File: src/rtl/bm_pkg.sv
// Shared types and constants for the Box-Muller sample scheduler.
package bm_pkg;

  localparam int SAMPLE_W    = 16;
  localparam int SEED_W      = 32;
  localparam int LOAD_CYCLES = 2;

  typedef enum logic [1:0] {
    ST_LOAD,
    ST_WARM,
    ST_RUN
  } state_e;

endpackage

File: src/rtl/bm_sched_if.sv
// Link between the scheduler and its pair-write / single-read sample FIFO.
interface bm_sched_if #(
  parameter int DEPTH = 8
);
  import bm_pkg::*;

  localparam int CW = $clog2(DEPTH) + 1;

  logic                flush;
  logic                push;
  logic                pop;
  logic [SAMPLE_W-1:0] din0;
  logic [SAMPLE_W-1:0] din1;
  logic [SAMPLE_W-1:0] head;
  logic [CW-1:0]       count;

  modport master (output flush, push, pop, din0, din1, input head, count);
  modport slave  (input flush, push, pop, din0, din1, output head, count);

endinterface

File: src/rtl/bm_pair_fifo.sv
// Sample FIFO: writes a whole pair (din0 then din1) per push, pops one sample per read.
module bm_pair_fifo
  import bm_pkg::*;
#(
  parameter int DEPTH = 8
) (
  input  logic       clk,
  input  logic       rst_n,
  bm_sched_if.slave  fifo
);

  localparam int AW = $clog2(DEPTH);

  logic [SAMPLE_W-1:0] mem_q [DEPTH];
  logic [AW-1:0]       wr_ptr_q;
  logic [AW-1:0]       rd_ptr_q;
  logic [AW:0]         count_q;

  // NOTE: storage carries no reset; occupancy alone defines what is valid, so resetting it only costs flops.
  always_ff @(posedge clk) begin
    if (fifo.push && !fifo.flush) begin
      mem_q[wr_ptr_q]          <= fifo.din0;
      mem_q[wr_ptr_q + AW'(1)] <= fifo.din1;
    end
  end

  // NOTE: sequential state uses non-blocking assignments so every flop samples pre-edge values.
  always_ff @(posedge clk or negedge rst_n) begin
    if (!rst_n) begin
      wr_ptr_q <= '0;
      rd_ptr_q <= '0;
      count_q  <= '0;
    end else if (fifo.flush) begin
      wr_ptr_q <= '0;
      rd_ptr_q <= '0;
      count_q  <= '0;
    end else begin
      if (fifo.push) wr_ptr_q <= wr_ptr_q + AW'(2);
      if (fifo.pop)  rd_ptr_q <= rd_ptr_q + AW'(1);
      count_q <= count_q + (fifo.push ? (AW+1)'(2) : '0) - (fifo.pop ? (AW+1)'(1) : '0);
    end
  end

  assign fifo.head  = mem_q[rd_ptr_q];
  assign fifo.count = count_q;

endmodule

File: src/rtl/bm_sched.sv
// Seeds and warms up a Box-Muller core, buffers its sample pairs and hands them out round-robin.
// Optional overflow statistics: define BM_SCHED_STATS_EN to build the ovf_cnt counter.
module bm_sched
  import bm_pkg::*;
#(
  parameter int DEPTH  = 8,
  parameter int WARMUP = 4
) (
  input  logic                clk,
  input  logic                reset,
  input  logic [SEED_W-1:0]   seed1_cfg,
  input  logic [SEED_W-1:0]   seed2_cfg,
  input  logic                reseed,
  output logic                bm_reset,
  output logic [SEED_W-1:0]   bm_seed1,
  output logic [SEED_W-1:0]   bm_seed2,
  input  logic                bm_v,
  input  logic [SAMPLE_W-1:0] bm_x0,
  input  logic [SAMPLE_W-1:0] bm_x1,
  input  logic [1:0]          req,
  output logic [1:0]          gnt,
  output logic [SAMPLE_W-1:0] dout,
  output logic                dout_valid,
  output logic                ready,
  output logic [7:0]          ovf_cnt
);

  localparam int CW  = $clog2(DEPTH) + 1;
  localparam int LCW = (LOAD_CYCLES < 2) ? 1 : $clog2(LOAD_CYCLES);
  localparam int WCW = (WARMUP < 2) ? 1 : $clog2(WARMUP);

  state_e              state_q, state_d;
  logic [LCW-1:0]      load_cnt_q, load_cnt_d;
  logic [WCW-1:0]      warm_cnt_q, warm_cnt_d;
  logic [SEED_W-1:0]   seed1_q, seed2_q;
  logic                prio_q, prio_d;
  logic [1:0]          gnt_q, grant_d;
  logic [SAMPLE_W-1:0] dout_q;
  logic                dout_valid_q;

  logic                run;
  logic                room;
  logic                push;
  logic [CW-1:0]       fifo_free;

  bm_sched_if #(.DEPTH(DEPTH)) fifo_if ();

  bm_pair_fifo #(.DEPTH(DEPTH)) u_fifo (
    .clk   (clk),
    .rst_n (reset),
    .fifo  (fifo_if.slave)
  );

  // NOTE: every always_comb output gets a default first, so no path can infer a latch.
  always_comb begin
    state_d    = state_q;
    load_cnt_d = load_cnt_q;
    warm_cnt_d = warm_cnt_q;
    if (reseed) begin
      state_d    = ST_LOAD;
      load_cnt_d = '0;
      warm_cnt_d = '0;
    end else begin
      case (state_q)
        ST_LOAD: begin
          warm_cnt_d = '0;
          if (load_cnt_q == LCW'(LOAD_CYCLES - 1)) begin
            state_d    = ST_WARM;
            load_cnt_d = '0;
          end else begin
            load_cnt_d = load_cnt_q + LCW'(1);
          end
        end
        ST_WARM: begin
          if (WARMUP == 0) begin
            state_d = ST_RUN;
          end else if (bm_v) begin
            if (warm_cnt_q == WCW'(WARMUP - 1)) state_d = ST_RUN;
            else                                warm_cnt_d = warm_cnt_q + WCW'(1);
          end
        end
        ST_RUN:  state_d = ST_RUN;
        default: state_d = ST_LOAD;
      endcase
    end
  end

  // Free space is judged on pre-pop occupancy; a same-cycle pop never makes room for a pair.
  assign run       = (state_q == ST_RUN);
  assign fifo_free = CW'(DEPTH) - fifo_if.count;
  assign room      = (fifo_free >= CW'(2));
  assign push      = run && bm_v && room && !reseed;

  always_comb begin
    grant_d = '0;
    prio_d  = prio_q;
    if (run && !reseed && (fifo_if.count != '0)) begin
      if (req[prio_q])       grant_d[prio_q]  = 1'b1;
      else if (req[!prio_q]) grant_d[!prio_q] = 1'b1;
    end
    if (grant_d[0])      prio_d = 1'b1;
    else if (grant_d[1]) prio_d = 1'b0;
  end

  assign fifo_if.flush = reseed || (state_q == ST_LOAD);
  assign fifo_if.push  = push;
  assign fifo_if.pop   = |grant_d;
  assign fifo_if.din0  = bm_x0;
  assign fifo_if.din1  = bm_x1;

  always_ff @(posedge clk or negedge reset) begin
    if (!reset) begin
      state_q      <= ST_LOAD;
      load_cnt_q   <= '0;
      warm_cnt_q   <= '0;
      seed1_q      <= '0;
      seed2_q      <= '0;
      prio_q       <= 1'b0;
      gnt_q        <= '0;
      dout_q       <= '0;
      dout_valid_q <= 1'b0;
    end else begin
      state_q      <= state_d;
      load_cnt_q   <= load_cnt_d;
      warm_cnt_q   <= warm_cnt_d;
      prio_q       <= prio_d;
      gnt_q        <= grant_d;
      dout_valid_q <= |grant_d;
      if (|grant_d) dout_q <= fifo_if.head;
      if (state_q == ST_LOAD && load_cnt_q == '0) begin
        seed1_q <= seed1_cfg;
        seed2_q <= seed2_cfg;
      end
    end
  end

`ifdef BM_SCHED_STATS_EN
  logic       drop;
  logic [7:0] ovf_q;

  assign drop = run && bm_v && !room && !reseed;

  always_ff @(posedge clk or negedge reset) begin
    if (!reset)                       ovf_q <= '0;
    else if (drop && ovf_q != 8'hFF)  ovf_q <= ovf_q + 8'd1;
  end

  assign ovf_cnt = ovf_q;
`else
  assign ovf_cnt = '0;
`endif

  assign bm_reset   = (state_q == ST_LOAD);
  assign bm_seed1   = seed1_q;
  assign bm_seed2   = seed2_q;
  assign gnt        = gnt_q;
  assign dout       = dout_q;
  assign dout_valid = dout_valid_q;
  assign ready      = run;

endmodule

File: config.mk
export PLATFORM = sky130hd
export DESIGN_NAME = bm_sched
export DESIGN_NICKNAME = d
export VERILOG_FILES = /design/src/rtl/bm_pkg.sv /design/src/rtl/bm_sched_if.sv /design/src/rtl/bm_pair_fifo.sv /design/src/rtl/bm_sched.sv
export SDC_FILE = /design/constraint.sdc
export NUM_CORES = 1
export LEC_CHECK = 0
export ABC_AREA = 1
export CAP_MARGIN = 20
export CELL_PAD_IN_SITES_DETAIL_PLACEMENT = 0
export CELL_PAD_IN_SITES_GLOBAL_PLACEMENT = 1
export CORE_MARGIN = 5
export CORE_UTILIZATION = 36
export DETAILED_ROUTE_END_ITERATION = 8
export PLACE_DENSITY = 0.88
export SYNTH_ARGS = -nofsm -noshare
export SYNTH_HDL_FRONTEND = slang
export SYNTH_SLANG_ARGS = --single-unit
File: constraint.sdc
create_clock -name clk -period 2.26 [get_ports clk]
set_clock_uncertainty 0.1 [all_clocks]
set_input_delay 0.678 -clock clk [delete_from_list [all_inputs] [get_ports clk]]
set_output_delay 0.678 -clock clk [all_outputs]
set_load 0.005 [all_outputs]
==> impl_metrics.yaml, run 1 <==
setup_path:
  startpoint_type: "flop"
  worstPathArrival_ps: 2590
  path_buf_inv: 3
  cp-end-kind: "flop"
  path_delay_family: "adder cells"
  cp.required_ps: 2560
  crit_path_max_fanout: 3
  crit_slowest_cell: "fa_2"
  path_class: "flop to flop"
  ff2ff_setup_slack_ps: -30
  cp_slowest_stage_delay_ps: 510
  crit_chain: "inv_2 -> ha_4 -> nor2_1 -> nand2_1 -> nor2_4 -> nand2_4 -> nand2_4 -> ha_4 -> inv_2 -> ha_4 -> inv_2 -> fa_2 -> nor2_1"
synthesis:
  synth_edf_count: 128
  ys_ff_latch: 226
  ys.flop_type: "edfxtp_1"
  syn_avg_cell_area_um2: 9.55
  syn_inst: 1076
  synthTopCellsByCount: "379 x nand2_1, 128 x edfxtp_1, 108 x nor2_1"
  async_reset_ff_share_pct: 43.4
  ys_seq_area_share_pct: 61.2
  syn_area_um2: 10300
  synth_top_area_share_pct: 37.4
  synth_cell_types: 33
  synth.most_common_cell: "nand2_1"
  yosys.area.top_type: "edfxtp_1"
  yosys-top-cells-area: "edfxtp_1 37%, dfrtp_1 24%, nand2_1 14%"
  ys_warn_count: 0
timing:
  setup_viol: 2
  min_period_over_period_pct: 101
  layout_setup_ws_ps: -28.8
  slew-limit-headroom_pct: 56.3
  rsz0062_at_grt: "true"
  hold_viol_final: 0
  max_freq_ghz: 0.437
  report.final.slew_viol_count: 0
  min_period_ps: 2290
  worstMarginPinSlew_ps: 655
global_route:
  grt-ovfl-total: 0
  grt_pass1_wl_um: 44500
  antenna_found_initial: 0
  grt_max_degree: 68
  grt_pass1_vias: 8104
  grt_usage_pct: 17.4
clock_network:
  numCtsBuffers: 24
  numClockSinks: 226
  cts_buffer_depth: 3
  tritoncts: "done"
  path_clk_slew_ps: 60
  clkLatencyLatePin_ps: 520
  cts-root-buf: "clkbuf_16"
  htreeDepth: 1
routing:
  drt_iter0_markers: 564
  drc: 0
  final_antenna_net_count: 0
  wl_per_cell_um: 17.3
  routed_via_density: 4.96
  first_pass_iters: 5
  routed_wl_um: 28400
  vias: 8134
place:
  globalplace.congestion: 0.839
  dp_slack_ps: -609
  portBuffers: 186
  dp_hpwl_um: 19400
die:
  placeableCoreArea_um2: 28000
  die_w_um: 179
  initial_core_util_pct: 36.7
  boundaryPins: 195
  die_h_um: 179
  rows: 61
  dieArea_um2: 32000
power_and_ir_drop:
  switchingPower_mw: 4.17
  swShare_pct: 29.8
  power_leakage_nw: 5.88
  comb_power_share_pct: 30.2
  finalPower_mw: 14.0
  power_density_nw_per_um2: 1020
  power_frac_seq_pct: 39.6
  vdd_ir_drop_max_uv: 786
  p_clk_share_pct: 30.3
  intPower_mw: 9.81
final_layout:
  post-route-util_pct: 49.0
  diodes: 0
  layout-drive-gt1-share_pct: 10.5
  num-nets-final: 1363
  areaGrowthSynthToFinish_pct: 33.4
  n_fill_cell: 2507
min_path:
  worst_hold_path_type: "flop to flop"
outcome:
  status: "finished with violations"
  violations: "negative setup slack"
run:
  maxCapViolCount: 0
## state kept, by name (all words and copies together) (netlist names)
signal and flops:
bm_seed1 32, bm_seed2 32, dout 16, dout_valid 1, gnt 2, load_cnt_q 1
prio_q 1, state_q 2, u_fifo.fifo.count 4, u_fifo.mem_q 128, u_fifo.rd_ptr_q 3, u_fifo.wr_ptr_q 2
warm_cnt_q 2
## worst register-to-register path, cell delays in order (launching register included)
cell and delay, ps:
dfrtp_1 390, inv_2 100, ha_4 200, nor2_1 80, nand2_1 90, nor2_4 120
nand2_4 70, nand2_4 70, ha_4 190, inv_2 60, ha_4 120, inv_2 30
fa_2 510, nor2_1 40
## path summary, 6_finish.rpt
path | endpoint | startpoint | cells after the start
setup reg to reg | u_fifo.fifo.count[2] | u_fifo.fifo.count[0] | 13
setup / recovery | u_fifo.fifo.count[2] | u_fifo.fifo.count[0] | 13
min in group asynchronous | bm_seed1[7] | reset | 2
hold / removal | bm_seed2[1] | bm_seed2[1] | 2
hold reg to reg | bm_seed2[1] | bm_seed2[1] | 2
max in group asynchronous | bm_seed2[16] | reset | 3
## placed cells by master, fill, tap and decap left out, drive strengths merged, types with 25 or more instances in the layout
| cell type | count |
|---|---|
| nand2 | 382 |
| clkdlybuf4s50 | 181 |
| edfxtp | 128 |
| nor2 | 109 |
| dfrtp | 98 |
| nand4 | 69 |
| o21ai | 67 |
| buf | 56 |
| inv | 34 |
| clkbuf | 33 |
| o211ai | 32 |
| nand3 | 25 |
## metal layers
metal	global-route usage, %	routed length (um)
met1	23.8	11500
met2	28.4	13700
met4	4.51	699
met5	0	0
met3	3.50	2480
## what timing repair did
item | 4_1_cts | 5_1_grt
pin swaps | 3 | 0
setup endpoints to repair | 4 | 5
buffers inserted | 3 | 2
hold buffers | 1 | 0
resized for setup | 5 | 5
hold endpoints to repair | 22 | 0
## logic make-up after synthesis
family | count (synthesis) | synth area share (%)
muxes | 1 | 0.0974
AOI/OAI and AO/OA | 104 | 5.93
other | 1 | 0.0365
adders and majority gates | 16 | 2.02
DFF | 226 | 61.2
and+or+nand+nor | 585 | 24.3
xor gates and xnor gates | 2 | 0.170
buffers and inverters | 141 | 6.26
## per-stage QoR
stage	cells	area (um2)	hold slack (ps)	TNS [ps]
global route	1641	13700	388	-255
finish	1641	13700	368	-47.2
detailed placement	1591	12800	357	-60800
global placement	1591	12800	353	-54920
floorplan	1083	10400	282	-81.1
CTS	1639	13700	373	-39.6
## layout make-up
type                       instances  area, um2  area share [%]
timing repair buffer             242       2460            18.0
tap                              378        473            3.45
sequential                       226       6300            45.9
inverter                          35        146            1.07
clock buffer                      32        724            5.28
clock inverter                    12        148            1.08
multi-input combinational        716       3460            25.2
## power groups by stage
stage               clock network [mW]  registers [mW]  logic (mW)
finish                            4.24            5.53        4.22
global route                      4.49            5.63        4.68
floorplan                            0            5.63        1.86
global placement                     0            5.58        4.20
detailed placement                   0            5.59        4.28
CTS                               4.31            5.53        4.28
Note: power is estimated with default switching activity, not from simulation.
==> run 2: changes to the inputs <==
- CTS_CLUSTER_SIZE: unset -> 25
==> results of run 2 <==
Same layout as run 1: the final DEF is identical, and so are final timing and power.
==> run 3: changes to the inputs <==
- ABC_CLOCK_PERIOD_IN_PS: unset -> 2260
- PLACE_DENSITY: 0.88 -> 0.89
- SYNTH_HIERARCHICAL: unset -> 1
==> impl_metrics.yaml, run 3 <==
outcome:
  status: "finished with violations"
  violations: "negative setup slack"
clock_network:
  htreeDepth: 1
  numCtsBuffers: 26
  path_clk_slew_ps: 70
  cts-root-buf: "clkbuf_16"
  numClockSinks: 226
  clkLatencyLatePin_ps: 520
  cts_buffer_depth: 3
  tritoncts: "done"
die:
  dieArea_um2: 33300
  die_w_um: 182
  initial_core_util_pct: 36.3
  rows: 63
  placeableCoreArea_um2: 29500
  die_h_um: 182
  boundaryPins: 195
routing:
  drt_iter0_markers: 637
  routed_wl_um: 31000
  final_antenna_net_count: 0
  vias: 8512
  drc: 0
  routed_via_density: 4.61
  wl_per_cell_um: 16.8
  first_pass_iters: 5
min_path:
  holdPathStages: 2
  worst_hold_path_type: "flop to flop"
  min_from: "bm_seed1[1]"
  min_to: "bm_seed1[1]"
setup_path:
  critPathMostFrequentCell: "nor2_1"
  ff2ff_setup_slack_ps: -30
  crit_path_max_fanout: 3
  cp.required_ps: 2570
  crit_slowest_cell: "fa_2"
  path_buf_inv: 4
  reg2reg_to: "u_fifo/fifo.count[2]"
  cp-end-kind: "flop"
  cp_slowest_stage_delay_ps: 510
  path_class: "flop to flop"
  path_delay_family: "adder cells"
  worstPathArrival_ps: 2600
  crit_chain: "inv_2 -> ha_4 -> nor2_1 -> nor2_1 -> nand2_1 -> nor2_2 -> nor2_1 -> inv_1 -> ha_1 -> inv_1 -> ha_2 -> inv_2 -> fa_2 -> nor2_1"
  startpoint_type: "flop"
  r2r-start: "u_fifo/fifo.count[1]"
  r2r_cells: 14
  startpoint: "u_fifo/fifo.count[1]"
timing:
  hold_viol_final: 0
  min_period_over_period_pct: 101
  rsz0062_at_grt: "true"
  max_freq_ghz: 0.437
  setup_viol: 1
  report.final.slew_viol_count: 0
  min_period_ps: 2290
  finalSetupTns_ps: -26.6
  layout_setup_ws_ps: -26.6
place:
  dp_hpwl_um: 18700
  portBuffers: 186
  globalplace.congestion: 0.788
  dpl_cell_area_um2: 13200
global_route:
  grt_pass1_vias: 8082
  grt_pass1_wl_um: 43300
  grt_usage_pct: 16.0
  grt_max_degree: 67
  antenna_found_initial: 1
  grt-ovfl-total: 0
final_layout:
  layout-drive-gt1-share_pct: 13.1
  top_register: "u_fifo/mem_q"
  num-nets-final: 1555
  post-route-util_pct: 50.4
  layout_commonest_cell: "nand2_1"
  layout_common_cells: "510 x nand2_1, 181 x clkdlybuf4s50_1, 169 x inv_1"
  fin_area_um2: 14900
  largest_register_ffs: 128
  areaGrowthSynthToFinish_pct: 38.9
synthesis:
  syn_avg_cell_area_um2: 8.80
  yosys.area.top_type: "edfxtp_1"
  ys_seq_area_share_pct: 58.9
  synth_cell_types: 29
  syn_inst: 1216
  ys_warn_count: 6
  ys_ff_latch: 226
  async_reset_ff_share_pct: 43.4
  synth_edf_count: 128
  yosys-top-cells-area: "edfxtp_1 36%, dfrtp_1 23%, nand2_1 18%"
  syn_area_um2: 10700
  synthTopCellsByCount: "523 x nand2_1, 183 x inv_1, 128 x edfxtp_1"
  synth_top_area_share_pct: 35.9
  synth.most_common_cell: "nand2_1"
  ys.flop_type: "edfxtp_1"
power_and_ir_drop:
  power_density_nw_per_um2: 916
  vdd_ir_drop_max_uv: 559
  power_leakage_nw: 7.05
  finalPower_mw: 13.6
run:
  maxCapViolCount: 0
## run 3: cell count changes after synthesis, sizes merged, moves of 7 or more
cell and change:
clkbuf -34, inv +149, nand2 +149, nand3 +58, nand4 -68, nor2 -95
o211ai -32, o21ai +7
## run 3: where the power goes
group	internal, mW	switching, mW
registers	5.10	0.376
logic	1.96	1.80
clock network	2.65	1.72
total	9.70	3.90
## run 3: worst max path at each step
stage,to,slack (ps),depth (start not counted)
floorplan,u_fifo/mem_q[0][0],-110,5
global placement,u_fifo/fifo.count[3],-530,12
detailed placement,u_fifo/fifo.count[3],-510,13
CTS,u_fifo/fifo.count[2],-50,13
global route,u_fifo/fifo.count[2],-170,14
finish,u_fifo/fifo.count[2],-30,14
## run 3: layer usage
metal	part of all wire (%)	vias to the layer above	track usage, %
met4	3.7	0	4.71
li1	-	4186	-
met1	39	3920	19.9
met5	0	-	0
met3	7.1	66	2.13
met2	50	340	28.9
## run 3: timing repair
item	4_1_cts	5_1_grt
gates cloned	0	18
hold buffers	1	0
endpoints found under the setup margin	5	197
setup buffers	3	3
resized for setup	25	72
endpoints found under the hold margin	2	0
pin swaps	8	6
## run 3: area by class of cell
| type | instances | area [um2] |
|---|---|---|
| antenna | 1 | 2.50 |
| multi-input combinational | 736 | 3400 |
| fill | 2568 | 14600 |
| tap | 390 | 488 |
| timing repair buffer | 263 | 3010 |
| sequential | 226 | 6300 |
| clock inverter | 20 | 221 |
| inverter | 184 | 758 |
| clock buffer | 28 | 679 |
## run 3: logic make-up (layout without fill, tap and decap cells)
group,Yosys count,after routing,share of synthesized area (%)
buf+inv,261,495,10.9
xor+xnor,1,1,0.0819
compound gates,81,81,4.48
other cells,1,9,0.0351
fa+ha+maj,16,16,1.94
simple gates,630,630,23.7
flops,226,226,58.9
## run 3: metrics by stage
| stage | hold WS, ps | setup WS, ps | cells |
|---|---|---|---|
| after floorplan | 282 | -111 | 1223 |
| after global placement | 360 | -528 | 1776 |
| after detailed placement | 364 | -515 | 1776 |
| after CTS | 381 | -48.2 | 1828 |
| after global routing | 391 | -170 | 1848 |
| final | 378 | -26.6 | 1848 |
## run 3: worst min-delay path: stages (launching register included)
cell,delay (ps)
dfrtp_1,340
nand2_1,50
nand2_1,50
